--- src/rtl/bcd_to_binary_seq.sv ---
// Sequential 11-digit packed-BCD to 36-bit binary converter (reverse double-dabble, one bit per clock).
// Optional macro BCD2BIN_SATURATE_EN: clamp data to all ones when the value overflows 36 bits.
module bcd_to_binary_seq (
    input  logic        Clk,
    input  logic        Rst_n,
    input  logic        start,
    input  logic [3:0]  BCD0,
    input  logic [3:0]  BCD1,
    input  logic [3:0]  BCD2,
    input  logic [3:0]  BCD3,
    input  logic [3:0]  BCD4,
    input  logic [3:0]  BCD5,
    input  logic [3:0]  BCD6,
    input  logic [3:0]  BCD7,
    input  logic [3:0]  BCD8,
    input  logic [3:0]  BCD9,
    input  logic [3:0]  BCD10,
    output logic [35:0] data,
    output logic        busy,
    output logic        done,
    output logic        overflow,
    output logic        digit_err
);

    localparam logic [1:0] IDLE  = 2'd0;
    localparam logic [1:0] SHIFT = 2'd1;
    localparam logic [1:0] ERR   = 2'd2;

    localparam logic [5:0] LAST_ITER = 6'd36;

    logic [1:0]  state_q,     state_d;
    logic [43:0] bcd_sr_q,    bcd_sr_d;
    logic [36:0] bin_sr_q,    bin_sr_d;
    logic [5:0]  cnt_q,       cnt_d;
    logic [35:0] data_q,      data_d;
    logic        busy_q,      busy_d;
    logic        done_q,      done_d;
    logic        overflow_q,  overflow_d;
    logic        digit_err_q, digit_err_d;

    logic [43:0] digits_in;
    logic [43:0] bcd_shift;
    logic [36:0] bin_next;
    logic        digit_bad;

    assign digits_in = {BCD10, BCD9, BCD8, BCD7, BCD6, BCD5, BCD4, BCD3, BCD2, BCD1, BCD0};

    // One reverse double-dabble step: shift the pair right, then pull every digit >= 8 down by 3.
    always_comb begin
        bcd_shift = {1'b0, bcd_sr_q[43:1]};
        bin_next  = {bcd_sr_q[0], bin_sr_q[36:1]};
        for (int i = 0; i < 11; i++) begin
            if (bcd_shift[4*i +: 4] >= 4'd8) begin
                bcd_shift[4*i +: 4] = bcd_shift[4*i +: 4] - 4'd3;
            end
        end
        digit_bad = 1'b0;
        for (int i = 0; i < 11; i++) begin
            if (digits_in[4*i +: 4] > 4'd9) begin
                digit_bad = 1'b1;
            end
        end
    end

    always_comb begin
        state_d     = state_q;
        bcd_sr_d    = bcd_sr_q;
        bin_sr_d    = bin_sr_q;
        cnt_d       = cnt_q;
        data_d      = data_q;
        busy_d      = busy_q;
        done_d      = 1'b0;
        overflow_d  = overflow_q;
        digit_err_d = digit_err_q;
        case (state_q)
            IDLE: begin
                if (start) begin
                    bcd_sr_d    = digits_in;
                    bin_sr_d    = '0;
                    cnt_d       = '0;
                    overflow_d  = 1'b0;
                    digit_err_d = 1'b0;
                    busy_d      = 1'b1;
                    state_d     = digit_bad ? ERR : SHIFT;
                end
            end
            SHIFT: begin
                bcd_sr_d = bcd_shift;
                bin_sr_d = bin_next;
                cnt_d    = cnt_q + 6'd1;
                if (cnt_q == LAST_ITER) begin
`ifdef BCD2BIN_SATURATE_EN
                    data_d = bin_next[36] ? {36{1'b1}} : bin_next[35:0];
`else
                    data_d = bin_next[35:0];
`endif
                    overflow_d = bin_next[36];
                    done_d     = 1'b1;
                    busy_d     = 1'b0;
                    cnt_d      = '0;
                    state_d    = IDLE;
                end
            end
            ERR: begin
                data_d      = '0;
                digit_err_d = 1'b1;
                overflow_d  = 1'b0;
                done_d      = 1'b1;
                busy_d      = 1'b0;
                state_d     = IDLE;
            end
            default: begin
                state_d = IDLE;
                busy_d  = 1'b0;
            end
        endcase
    end

    always_ff @(posedge Clk) begin
        if (!Rst_n) begin
            state_q     <= IDLE;
            bcd_sr_q    <= '0;
            bin_sr_q    <= '0;
            cnt_q       <= '0;
            data_q      <= '0;
            busy_q      <= 1'b0;
            done_q      <= 1'b0;
            overflow_q  <= 1'b0;
            digit_err_q <= 1'b0;
        end else begin
            state_q     <= state_d;
            bcd_sr_q    <= bcd_sr_d;
            bin_sr_q    <= bin_sr_d;
            cnt_q       <= cnt_d;
            data_q      <= data_d;
            busy_q      <= busy_d;
            done_q      <= done_d;
            overflow_q  <= overflow_d;
            digit_err_q <= digit_err_d;
        end
    end

    assign data      = data_q;
    assign busy      = busy_q;
    assign done      = done_q;
    assign overflow  = overflow_q;
    assign digit_err = digit_err_q;

endmodule

--- config.mk ---
export PLATFORM = sky130hd
export DESIGN_NAME = bcd_to_binary_seq
export DESIGN_NICKNAME = d
export VERILOG_FILES = /design/src/rtl/bcd_to_binary_seq.sv
export SDC_FILE = /design/constraint.sdc
export NUM_CORES = 1
export LEC_CHECK = 0
export BUFFER_PORTS_ARGS = -buffer_cell sky130_fd_sc_hd__clkbuf_2
export CAP_MARGIN = 5
export CORE_ASPECT_RATIO = 1.25
export CORE_MARGIN = 10
export CORE_UTILIZATION = 63
export CTS_BUF_LIST = sky130_fd_sc_hd__clkbuf_8
export DETAILED_ROUTE_END_ITERATION = 10
export PLACE_DENSITY = 0.87
export SLEW_MARGIN = 20
export SYNTH_ARGS = -nofsm -noshare
export SYNTH_HDL_FRONTEND = slang
export SYNTH_SLANG_ARGS = --single-unit
--- constraint.sdc ---
create_clock -name Clk -period 4.3 [get_ports Clk]
set_clock_uncertainty 0.15 [all_clocks]
set_input_delay 0.215 -clock Clk [delete_from_list [all_inputs] [get_ports Clk]]
set_output_delay 0.215 -clock Clk [all_outputs]
set_load 0.02 [all_outputs]
Word-level counts from Yosys, hierarchy flattened
Index checks and enable logic that the tools add are counted. W data, S select, Z words.

Add/subtract/negate cells: 11. Magnitude comparators: 21. Reduce and logical (&&, ||, !) cells: 10. Mux-type cells: 43. Eq/ne operators: 5.

Operators with widths (count): $pmux W44 S2 (1); $pmux W37 S2 (1); $pmux W36 S2 (1); $gt A4 B4 Y1 const B (11); $mux W44 (1); $ge A4 B4 Y1 const B (10); $mux W4 (10); $sub A4 B2 Y4 const B (10); $mux W37 (1); $mux W36 (1); $mux W1 (16); $mux W6 (2); $pmux W6 S2 (1); $reduce_and A2 Y1 (4); $add A6 B1 Y6 const B (1); $eq A6 B6 Y1 const B (1); $mux W2 (3); $pmux W1 S2 (3); $reduce_bool A2 Y1 (3); $ne A2 B2 Y1 const B (2); $pmux W2 S2 (1); $pmux W1 S3 (1); $reduce_and A3 Y1 (1); $reduce_bool A3 Y1 (1); 3 further kinds (3).

Output and inout port bits: 40. Bits of input ports: 47. Register bits: 129. Word-level logic and storage cells: 99.

Logic depth before layout (Yosys ltp)
Depth after elaboration: 15. Depth in mapped cells: 9. Gate-level depth less buffers: 6.

Worst setup path before layout
OpenSTA, ideal clock, no wires.

Kind: reg-to-reg. Start point: register state_q[0]. End point: register bcd_sr_q[24]. Stages on the path, launching flop included: 10. Path buffers: 3. Arrival: 1650 ps. Slack: 2372 ps. Required time: 4022 ps. Setup time: 128 ps. Clock period less this slack: 1928 ps. Path through: dfxtp_1 -> inv_1 -> ha_1 -> buf_4 -> mux2i_1 -> buf_2 -> buf_2 -> a211oi_1 -> a21oi_1 -> nor2_1.

Word-level cells in the longest chain between the ends: 3. Elaborated cells on any way between the ends: 6. Classes of those cells: 2 x eq/ne; 1 x mux; 3 x reduce/logical.

Ends and longest elaborated chain: from (decl) (RTL line 31) `logic [1:0] state_q, state_d;`; from (signal assigned) (RTL line 131) `state_q <= state_d;`; $eq A2 B1 Y1 / $logic_not A2 Y1 (equally long branches) (RTL line 75) `case (state_q)`; $reduce_bool A2 Y1 (no source line) / $ne A2 B2 Y1 (equally long branches); $reduce_and A2 Y1 (no source line); to (signal assigned) (RTL line 132) `bcd_sr_q <= bcd_sr_d;`; to (decl) (RTL line 32) `logic [43:0] bcd_sr_q, bcd_sr_d;`.

Parallel ways exist; a longest one is shown, timed or not. A chain may end at the register's enable or synchronous reset.

Worst setup path in the final report
Start point: register state_q[1]. End point: register bcd_sr_q[13].

The elaborated chain is that of the path after synthesis.

==> summary.txt <==
Timing
  • Worst hold margin: about 0.031 ns
  • FMAX: approximately 330 MHz
  • Tmin final: approximately 3 ns
  • Final hold vios: 0
  • Number of max-slew violations in the final report: 0
  • Summed negative setup slack over all endpoints: 0 ns
  • Slew at the pin closest to its max-slew limit: about 1.0 ns
  • Relative max-transition margin: 0.299
  • # setup viols final: 0
  • Crit share post-route: 0.697
  • Unrepaired setup endpoints after global routing: false

Clock network
  • Clock tree buffer depth: 2
  • Clock tree from TritonCTS: done
  • Number of levels the H-tree was split into: 4
  • Clock-pin slew of the registers on the worst-case setup and hold paths: 0.07 ns
  • Post-CTS Setup Inserts: 0
  • Number of buffers added to fix hold violations after cts: 21
  • Quantity of gates resized following cts: 0
  • CTS sink count: around 130
  • Clk_lat worst skew: between 0.4 and 0.5 ns
  • TritonCTS buffer count: 17
  • Master cell of the clock root buffer: sky130_fd_sc_hd__clkbuf_8

Power and ir drop
  • Part of the total power dissipated in combinational logic: 0.093
  • Standby leakage power: 2.71 nW
  • Total power consumption of the routed design: around 2.7 mW
  • Part of the power in the clock network: 0.435
  • Net Switching: between 0.6 and 0.7 mW
  • Proportion of power drawn by flip-flops and latches: 0.472
  • Net Sw Frac: 0.252
  • Pwr dens: about 380 mW/mm²
  • Max rail drop VDD: between 0.0003 and 0.0004 V
  • Design internal power: 1.99 mW

Global routing
  • Number of antenna violations at the first check in global routing: 0
  • First-pass GRT wire length: 23600 µm
  • Final global-route overflow total: 0
  • Vias in the first global route: 4949
  • Global-route usage over all layers: 0.208
  • Pin count of the biggest net entering global routing: 91

Drt
  • Vias after detailed routing: approximately 5100
  • Vias/cell: around 5.7
  • Average detailed-routed wire length per instance: 16.1 µm
  • Number of iterations in the first detailed-routing pass: 6
  • Total wirelength of the detailed-routed design: about 14000 µm
  • Drc violations: 0
  • Count of antenna-violating nets left after detailed routing: 0
  • Drt first-iter violations: 240

Critical path
  • Register-to-register setup slack: 1.30 ns
  • Critical register-to-register path startpoint: state_q[1]
  • Critical path origin: state_q[1]
  • Type of the worst setup path: reg -> reg
  • R2r worst-path depth: 7
  • Worst setup SP type: flip-flop
  • Worst path arrival time: 3.14 ns
  • Worst r2r dst: bcd_sr_q[13]
  • Maximum fanout count along the critical path: 37
  • Data required time of the worst path: 4.44 ns
  • CP Capture Type: flip-flop

Yosys
  • Async SR Flop Fraction: 0
  • Area fraction in and, or, nand and nor cells after synthesis: 0.150
  • Post-Synthesis Cells: 672
  • Portion of netlist area occupied by mux cells: 0.0435
  • Per-instance average area after synthesis: 8.61 µm²
  • Post-synthesis xor/xnor area fraction: 0.0303
  • Number of library cell types mapped by synthesis: 37
  • Net Count, Synth: 745
  • Largest family of logic cells by synthesized area: compound AO/OA/AOI/OAI gates
  • Top flip-flop cell by instance count after synthesis: sky130_fd_sc_hd__dfxtp_1
  • Yosys reg bits: 128
  • Sequential element share of the synthesized area: 0.443
  • Synth warnings: 0
  • Adder-cell share of the synthesized area: 0.0562
  • Number of synthesized flops with an enable pin: 0
  • Synth Area in Compound Gates: 0.220
  • Post-synthesis cell area: 0.00579 mm²

Floorplan
  • Effective utilization at floorplan: 0.638
  • FP Rows: 39
  • Die width: 106 µm
  • Count of pins on the block boundary: 87
  • Overall die area: 0.0134 mm²
  • Die Y-Extent: between 100 and 150 µm
  • Core Footprint: 0.00908 mm²

Hold path
  • Hold/Removal Path Class: in -> reg
  • Hold_sp: BCD3[0]
  • Hold Crit Endpoint: bcd_sr_q[12]
  • Hold Path Stages: 5

Finish
  • Leading cell types in the layout, fill and taps excluded: sky130_fd_sc_hd__nor2_1 (140), sky130_fd_sc_hd__dfxtp_1 (128), sky130_fd_sc_hd__clkbuf_2 (86)
  • Leading cell type in the layout, fill and taps excluded: sky130_fd_sc_hd__nor2_1
  • Final-stage net count: between 800 and 900
  • Count of inserted antenna diode cells: 0
  • Layout cells sized above 1: 0.174
  • Area Growth Syn to Fin: 19.1%
  • Post-route cell area: roughly 0.0069 mm²

Run
  • Maximum Capacitance Violations: 0

Placed design
  • Total placed instance area: 0.00624 mm²
  • Count of buffers from port buffering: 86
  • Weighted congestion at the end of routability-driven global placement: between 0.7 and 0.8
  • Detailed placer's ending HPWL: ~9000 µm

Outcome
  • Status: finished, final reports clean
==> per-layer routing <==
| metal | GRT usage | vias to the layer above | wire, µm |
|---|---|---|---|
| met5 | 0 | - | 0 |
| met4 | 0.0654 | 0 | 178 |
| met3 | 0.0634 | 16 | 905 |
| met2 | 0.359 | 163 | 7250 |
| met1 | 0.242 | 2428 | 6000 |
| li1 | - | 2507 | - |
==> cells by family after synthesis <==
kind of cell               Yosys count
buffers and inverters               78
and+or+nand+nor                    207
adders and majority gates           26
xor gates and xnor gates            20
DFF                                128
muxes                               25
AOI/OAI and AO/OA                  188
==> worst max-delay path: stages, from the launching register on <==
cell and delay [ns]:
sky130_fd_sc_hd__dfxtp_1 0.36, sky130_fd_sc_hd__inv_1 0.13, sky130_fd_sc_hd__ha_1 0.44, sky130_fd_sc_hd__mux2i_4 0.93, sky130_fd_sc_hd__buf_4 0.49, sky130_fd_sc_hd__a211oi_1 0.09
sky130_fd_sc_hd__a21oi_1 0.21, sky130_fd_sc_hd__nor2_1 0.05
==> cells in the mapped netlist, drive strengths merged, types with 2 or more instances <==
master / count / area share
or3: 4 / 0.0043
nor2b: 13 / 0.014
nand4: 2 / 0.0022
a211oi: 33 / 0.043
mux2i: 24 / 0.042
a31oi: 2 / 0.0032
o21ai: 14 / 0.012
o22ai: 3 / 0.0032
clkbuf: 22 / 0.014
dfxtp: 128 / 0.44
ha: 26 / 0.056
nand2: 28 / 0.018
a22oi: 72 / 0.093
a211o: 11 / 0.017
buf: 28 / 0.024
xnor2: 20 / 0.030
a21oi: 48 / 0.042
o211ai: 2 / 0.0026
inv: 27 / 0.018
nand3: 10 / 0.0086
nor2: 141 / 0.091
nor3: 2 / 0.0017
or4: 2 / 0.0026
==> layout make-up <==
class                   count  area [µm²]
multi-input cells         466        2930
clock inverters            13         185
clock buffers              19         262
fillers                   665        2180
inverters                  28         106
repair buffers            115         701
well taps                 123         154
flip-flops and latches    128        2560
==> state kept, by name, summed over array words and instances (netlist names) <==
register   count
busy           1
state_q        2
digit_err      1
data          36
done           1
overflow       1
bcd_sr_q      44
cnt_q          6
bin_sr_q      36
==> power by group through the flow <==
stage	clock (mW)	combinational, mW	sequential (mW)
5_1_grt	1.22	0.273	1.26
6_report	1.15	0.246	1.25
3_5_place_dp	0	0.227	1.28
3_3_place_gp	0	0.216	1.28
2_1_floorplan	0	0.164	1.27
4_1_cts	1.17	0.243	1.25
==> worst max path at each step <==
stage	end	slack, ns	depth (start not counted)
after floorplan	bcd_sr_q[24]	2.37	9
after global placement	bcd_sr_q[5]	1.53	7
after detailed placement	bcd_sr_q[4]	1.36	7
after CTS	bcd_sr_q[4]	1.34	7
after global routing	cnt_q[5]	1.06	7
final	bcd_sr_q[13]	1.30	7
==> metrics by stage <==
step	instances	util	setup slack [ns]
3_5_place_dp	839	0.687	1.36
4_1_cts	892	0.760	1.34
5_1_grt	892	0.760	1.06
3_3_place_gp	839	0.687	1.53
2_1_floorplan	672	-	2.37
6_report	892	0.760	1.30
Note: power is estimated with default switching activity, not from simulation.
